## src/rtl/fetch_queue_if.sv

```systemverilog
// Fetch-queue bus bundle: instruction-memory handshake, execute redirect and decode-side head.
// The master modport is the fetch queue; the slave modport is the memory/pipeline side.
interface fetch_queue_if #(
  parameter int unsigned DATA_WIDTH = 32
);
  logic                  ImemReq;
  logic [DATA_WIDTH-1:0] ImemAddr;
  logic                  ImemGnt;
  logic                  ImemRValid;
  logic [DATA_WIDTH-1:0] ImemRData;
  logic                  Redirect;
  logic [DATA_WIDTH-1:0] RedirectPC;
  logic                  StallD;
  logic                  ValidF;
  logic [DATA_WIDTH-1:0] InstrF;
  logic [DATA_WIDTH-1:0] PCF;
  logic [DATA_WIDTH-1:0] PCPlus4F;

  modport master (
    output ImemReq, ImemAddr, ValidF, InstrF, PCF, PCPlus4F,
    input  ImemGnt, ImemRValid, ImemRData, Redirect, RedirectPC, StallD
  );

  modport slave (
    input  ImemReq, ImemAddr, ValidF, InstrF, PCF, PCPlus4F,
    output ImemGnt, ImemRValid, ImemRData, Redirect, RedirectPC, StallD
  );
endinterface

```

## src/rtl/fetch_queue.sv

```systemverilog
// RV32I fetch front-end: credit-limited request issue, in-order response FIFO, redirect flush.
// Define FETCH_BYPASS_EN to let a response into an empty queue reach decode in the same cycle.
module fetch_queue #(
  parameter int unsigned          DATA_WIDTH = 32,
  parameter int unsigned          DEPTH      = 4,
  parameter logic [DATA_WIDTH-1:0] RESET_PC  = '0
) (
  input logic           clk,
  input logic           rst_n,
  fetch_queue_if.master bus
);
  localparam int unsigned PtrW = $clog2(DEPTH);
  localparam int unsigned CntW = PtrW + 1;
  localparam logic [DATA_WIDTH-1:0] Nop    = DATA_WIDTH'(32'h0000_0013);
  localparam logic [DATA_WIDTH-1:0] Four   = DATA_WIDTH'(4);
  localparam logic [CntW:0]         DepthC = (CntW + 1)'(DEPTH);

  logic [DATA_WIDTH-1:0] fpcQ, fpcD, rpcQ, rpcD;
  logic [CntW-1:0]       occQ, occD, outsQ, outsD, dropQ, dropD;
  logic [PtrW-1:0]       rdPtrQ, rdPtrD, wrPtrQ, wrPtrD;
  logic [DATA_WIDTH-1:0] instrMem [DEPTH];
  logic [DATA_WIDTH-1:0] pcMem    [DEPTH];

  logic                  credit, imemReq, accept, rspKeep, bypass, push, pop, headValid;
  logic [DATA_WIDTH-1:0] headPc;

  // Queued plus in-flight never exceeds DEPTH, so a response always finds a free slot.
  assign credit    = ({1'b0, occQ} + {1'b0, outsQ}) < DepthC;
  assign imemReq   = rst_n && !bus.Redirect && credit;
  assign accept    = imemReq && bus.ImemGnt;
  assign rspKeep   = bus.ImemRValid && (dropQ == '0) && !bus.Redirect;
  assign headValid = (occQ != '0);

`ifdef FETCH_BYPASS_EN
  assign bypass = rspKeep && !headValid;
`else
  assign bypass = 1'b0;
`endif

  // A bypassed word consumed by decode never enters the FIFO.
  assign push = rspKeep && !(bypass && !bus.StallD);
  assign pop  = headValid && !bus.StallD && !bus.Redirect;

  always_comb begin
    fpcD   = fpcQ;
    rpcD   = rpcQ;
    occD   = occQ;
    dropD  = dropQ;
    rdPtrD = rdPtrQ;
    wrPtrD = wrPtrQ;
    outsD  = outsQ + CntW'(accept) - CntW'(bus.ImemRValid);
    if (bus.Redirect) begin
      fpcD   = bus.RedirectPC;
      rpcD   = bus.RedirectPC;
      occD   = '0;
      rdPtrD = '0;
      wrPtrD = '0;
      // Every request still in flight after this edge belongs to the old path.
      dropD  = outsD;
    end else begin
      if (accept) begin
        fpcD = fpcQ + Four;
      end
      if (bus.ImemRValid && (dropQ != '0)) begin
        dropD = dropQ - CntW'(1);
      end
      if (rspKeep) begin
        rpcD = rpcQ + Four;
      end
      if (push) begin
        wrPtrD = wrPtrQ + PtrW'(1);
      end
      if (pop) begin
        rdPtrD = rdPtrQ + PtrW'(1);
      end
      occD = occQ + CntW'(push) - CntW'(pop);
    end
  end

  always_ff @(posedge clk or negedge rst_n) begin
    if (!rst_n) begin
      fpcQ   <= RESET_PC;
      rpcQ   <= RESET_PC;
      occQ   <= '0;
      outsQ  <= '0;
      dropQ  <= '0;
      rdPtrQ <= '0;
      wrPtrQ <= '0;
    end else begin
      fpcQ   <= fpcD;
      rpcQ   <= rpcD;
      occQ   <= occD;
      outsQ  <= outsD;
      dropQ  <= dropD;
      rdPtrQ <= rdPtrD;
      wrPtrQ <= wrPtrD;
    end
  end

  always_ff @(posedge clk) begin
    if (push) begin
      instrMem[wrPtrQ] <= bus.ImemRData;
      pcMem[wrPtrQ]    <= rpcQ;
    end
  end

  always_comb begin
    bus.ImemReq  = imemReq;
    bus.ImemAddr = {fpcQ[DATA_WIDTH-1:2], 2'b00};
    bus.ValidF   = headValid || bypass;
    bus.InstrF   = Nop;
    headPc       = rpcQ;
    if (headValid) begin
      bus.InstrF = instrMem[rdPtrQ];
      headPc     = pcMem[rdPtrQ];
    end else if (bypass) begin
      bus.InstrF = bus.ImemRData;
    end
    bus.PCF      = headPc;
    bus.PCPlus4F = headPc + Four;
  end

  assert property (@(posedge clk) disable iff (!rst_n) !(push && (occQ == CntW'(DEPTH))));

endmodule
```

## src/flat_wrapper.sv

```systemverilog
// flat-port wrapper written by rule: the top's interface ports become plain ports
module fetch_queue_flat 
#(
  parameter int unsigned          DATA_WIDTH = 32,
  parameter int unsigned          DEPTH      = 4,
  parameter logic [DATA_WIDTH-1:0] RESET_PC  = '0
)
  (clk, rst_n, bus_ImemReq, bus_ImemAddr, bus_ValidF, bus_InstrF, bus_PCF, bus_PCPlus4F, bus_ImemGnt, bus_ImemRValid, bus_ImemRData, bus_Redirect, bus_RedirectPC, bus_StallD);
  fetch_queue_if #(.DATA_WIDTH(DATA_WIDTH)) bus_i ();
  input logic clk;
  input logic rst_n;
  output wire logic [$bits(bus_i.ImemReq)-1:0] bus_ImemReq;
  output wire logic [$bits(bus_i.ImemAddr)-1:0] bus_ImemAddr;
  output wire logic [$bits(bus_i.ValidF)-1:0] bus_ValidF;
  output wire logic [$bits(bus_i.InstrF)-1:0] bus_InstrF;
  output wire logic [$bits(bus_i.PCF)-1:0] bus_PCF;
  output wire logic [$bits(bus_i.PCPlus4F)-1:0] bus_PCPlus4F;
  input wire logic [$bits(bus_i.ImemGnt)-1:0] bus_ImemGnt;
  input wire logic [$bits(bus_i.ImemRValid)-1:0] bus_ImemRValid;
  input wire logic [$bits(bus_i.ImemRData)-1:0] bus_ImemRData;
  input wire logic [$bits(bus_i.Redirect)-1:0] bus_Redirect;
  input wire logic [$bits(bus_i.RedirectPC)-1:0] bus_RedirectPC;
  input wire logic [$bits(bus_i.StallD)-1:0] bus_StallD;
  assign bus_ImemReq = bus_i.ImemReq;
  assign bus_ImemAddr = bus_i.ImemAddr;
  assign bus_ValidF = bus_i.ValidF;
  assign bus_InstrF = bus_i.InstrF;
  assign bus_PCF = bus_i.PCF;
  assign bus_PCPlus4F = bus_i.PCPlus4F;
  assign bus_i.ImemGnt = bus_ImemGnt;
  assign bus_i.ImemRValid = bus_ImemRValid;
  assign bus_i.ImemRData = bus_ImemRData;
  assign bus_i.Redirect = bus_Redirect;
  assign bus_i.RedirectPC = bus_RedirectPC;
  assign bus_i.StallD = bus_StallD;
  fetch_queue #(.DATA_WIDTH(DATA_WIDTH), .DEPTH(DEPTH), .RESET_PC(RESET_PC)) u_core (.clk(clk), .rst_n(rst_n), .bus(bus_i));
endmodule
```

## config.mk

```make
export PLATFORM = sky130hd
export DESIGN_NAME = fetch_queue_flat
export DESIGN_NICKNAME = d
export VERILOG_FILES = /design/src/rtl/fetch_queue_if.sv /design/src/rtl/fetch_queue.sv /design/src/flat_wrapper.sv
export SDC_FILE = /design/constraint.sdc
export NUM_CORES = 1
export LEC_CHECK = 0
export CAP_MARGIN = 10
export CORE_MARGIN = 2
export CORE_UTILIZATION = 59
export CTS_CLUSTER_SIZE = 25
export DETAILED_ROUTE_END_ITERATION = 8
export PLACE_DENSITY = 0.94
export RECOVER_POWER = 100
export SYNTH_ARGS = -nofsm -noshare
export SYNTH_HDL_FRONTEND = slang
export SYNTH_SLANG_ARGS = --single-unit
```

## constraint.sdc

```tcl
create_clock -name clk -period 7.7 [get_ports clk]
set_input_delay 1.54 -clock clk [delete_from_list [all_inputs] [get_ports clk]]
set_output_delay 1.54 -clock clk [all_outputs]
set_load 0.05 [all_outputs]
```

==> flow_metrics.tcl <==
set metrics [dict create \
    synth_top_area_frac 0.520 \
    crit_path_end_kind "primary output" \
    synthesis.area_sq_mm 0.0148 \
    ir_drop_mv 0.248 \
    nets 1312 \
    final.setup.tns_ns 0 \
    cts_hold_buffers 0 \
    synth_area_leaders "edfxtp_1 52%, dfrtp_1 13%, mux4_2 7.8%" \
    die_area_sq_mm 0.0263 \
    maxSlewHeadroom -1.65 \
    critPathLaunchType "flop" \
    path_clk_slew_ns 0.06 \
    clockPowerShare 0.221 \
    drtIter0Drc 1452 \
    avgSynthCellArea_sq_um 14.4 \
    top_level_ports 200 \
    synth_enable_flop_cells 256 \
    async_flop_share 0.227 \
    drc_errors 0 \
    ys.flop_type "edfxtp_1" \
    core_sq_mm 0.0245 \
    power_density_mw_per_mm2 356 \
    start_util 0.604 \
    num_vias 9888 \
    yosysMostFrequentCell "edfxtp_1" \
    chipHeight_um 162 \
    antenna_found_initial 0 \
    tightest_slew_ns 3.98 \
    reg2reg_depth 9 \
    cp.depth 14 \
    status "complete, but fails checks" \
    swShare 0.420 \
    cts-resized-gates 0 \
    ys_warn_count 0 \
    crit_fanout 39 \
    setup_viol 0 \
    worst_ep_arrival_time_ns 5.37 \
    yosys_register_bits 331 \
    max-cap-violations 6 \
    yosysUniqueCellTypes 63 \
    htree_levels 1 \
    grt_util_all_layers 0.281 \
    min_period_over_period 0.897 \
    io_buffers 197 \
    syn2layout_area_growth_pct 21.5 \
    whs_ns 0.526 \
    grt_pass1_vias 9998 \
    cts_tree "built" \
    fp-row-count 57 \
    fillers 1456 \
    numCtsBuffers 31 \
    failed_checks "max-capacitance violations, max-slew violations" \
    cts_buffer_depth 3 \
    postCtsSetupRepairBufs 0 \
    crit_required_ns 6.16 \
    hpwl_um 23200 \
    path_class "reg2out" \
    ys_seq_area_frac 0.647 \
    yosysTopAreaCell "edfxtp_1" \
    hold_viol_final 0 \
    seq_area_sq_mm 0.00957 \
    cts.sinks 331 \
    p_seq_frac 0.347 \
    gr-total-overflow 0 \
    drt_wl_total_um 36700 \
    p_leak_nw 6.40 \
    drt-pass1-iter-count 6 \
    drv_slew 403 \
    final_util 0.734 \
    viasPerCell 6.29 \
    grt_pass1_wl_um 56700 \
    hp-class "reg2reg" \
    fin_crit_ns 6.91 \
    place_congestion 0.899 \
    cts-root-buf "clkbuf_16" \
    routedWlPerCell_um 23.3 \
    fmax_mhz 145 \
    grt_max_degree 76 \
    hold-path-cell-count 1 \
    multi_input_area_sq_mm 0.00490 \
    stdcell_count 1572 \
    cpPeakStageDelay_ns 0.89 \
    dp_cells 1516 \
    cp.buffers_inverters 4 \
    power_frac_comb 0.431 \
    p_sw_w 0.00268 \
    antenna_left 0 \
    drive_gt1_frac 0.109 \
    cp_top_family "buffers and inverters" \
    antennaDiodeCount 0 \
    cell_internal_pwr_w 0.00370 \
    syn_inst 1025 \
    slowest_stage "dlygate4sd3_1" \
    rsz0062_at_grt "false" \
    die_w_um 162 \
    insertion_delay_ns 0.57 \
    critical_path.cell_chain "nor3_4 -> buf_4 -> inv_1 -> nand2_1 -> and2_1 -> inv_1 -> ha_1 -> nand2_1 -> or3_1 -> a221oi_2 -> nand3_1 -> and4bb_1 -> xor2_1 -> dlygate4sd3_1" \
    yosys-top-cells-count "256 x edfxtp_1, 151 x nand2_1, 75 x dfrtp_1" \
    clock_skew_ns 0.0187 \
]
flip-flops by register name, summed over array words and instances, names as in the netlist:
register and flops:
u_core.dropQ 3, u_core.fpcQ 30, u_core.instrMem 128, u_core.occQ 3, u_core.outsQ 3, u_core.pcMem 128
u_core.rdPtrQ 2, u_core.rpcQ 32, u_core.wrPtrQ 2
final cells by class:
cell class | instances | share of cell area
clock buffers | 42 | 0.0461
clock inverters | 14 | 0.00537
inverters | 28 | 0.00586
multi-input cells | 621 | 0.273
flip-flops and latches | 331 | 0.533
well taps | 324 | 0.0226
repair buffers | 212 | 0.114
path summary, 6_finish.rpt:
check	startpoint	to	slack, ns
min	u_core.outsQ[2]	u_core.outsQ[2]	0.53
min reg2reg	u_core.outsQ[2]	u_core.outsQ[2]	0.53
max	u_core.occQ[1]	bus_PCPlus4F[28]	0.79
max reg2reg	u_core.occQ[1]	u_core.fpcQ[12]	3.95
max in group asynchronous	rst_n	u_core.rdPtrQ[0]	2.32
min in group asynchronous	rst_n	u_core.fpcQ[2]	2.58
power by group through the flow:
stage	clock network, W	logic (W)	registers, W
CTS	0.00142	0.00288	0.00221
global route	0.00149	0.00288	0.00223
global placement	0	0.00280	0.00223
floorplan	0	0.00194	0.00224
finish	0.00141	0.00275	0.00222
detailed placement	0	0.00285	0.00224
kinds of logic (layout without fill, tap and decap cells):
logic type / after synthesis / after routing / synth area share
and+or+nand+nor: 345 / 345 / 0.113
DFF: 331 / 331 / 0.647
xor gates and xnor gates: 69 / 69 / 0.0409
other: 1 / 2 / 0.000254
adders and majority gates: 17 / 17 / 0.0154
AOI/OAI and AO/OA: 102 / 102 / 0.0436
buffers and inverters: 74 / 296 / 0.0220
muxes: 86 / 86 / 0.117
cell usage in the layout, fill, tap and decap left out, types with 39 or more instances in the layout:
cell,n
dfrtp_1,73
nor2_1,39
nand3_1,43
xnor2_1,39
nand2_1,151
o21ai_0,46
edfxtp_1,256
clkdlybuf4s50_1,40
mux4_2,51
dlygate4sd3_1,155
metrics by stage:
stage	setup slack [ns]	total power (W)	cell area, sq um
2_1_floorplan	1.23	0.00418	14800
3_3_place_gp	1.92	0.00503	17100
3_5_place_dp	1.74	0.00509	17100
4_1_cts	1.11	0.00651	18000
5_1_grt	0.443	0.00661	17900
6_report	0.795	0.00638	17900
metal layers:
layer	part of all wire	track usage	vias to the layer above
met5	0	0	-
met4	0.036	0.0973	0
met3	0.096	0.0457	93
met2	0.50	0.475	697
met1	0.37	0.377	4844
li1	-	-	4254
No activity file was read; power rests on OpenSTA's default activity.
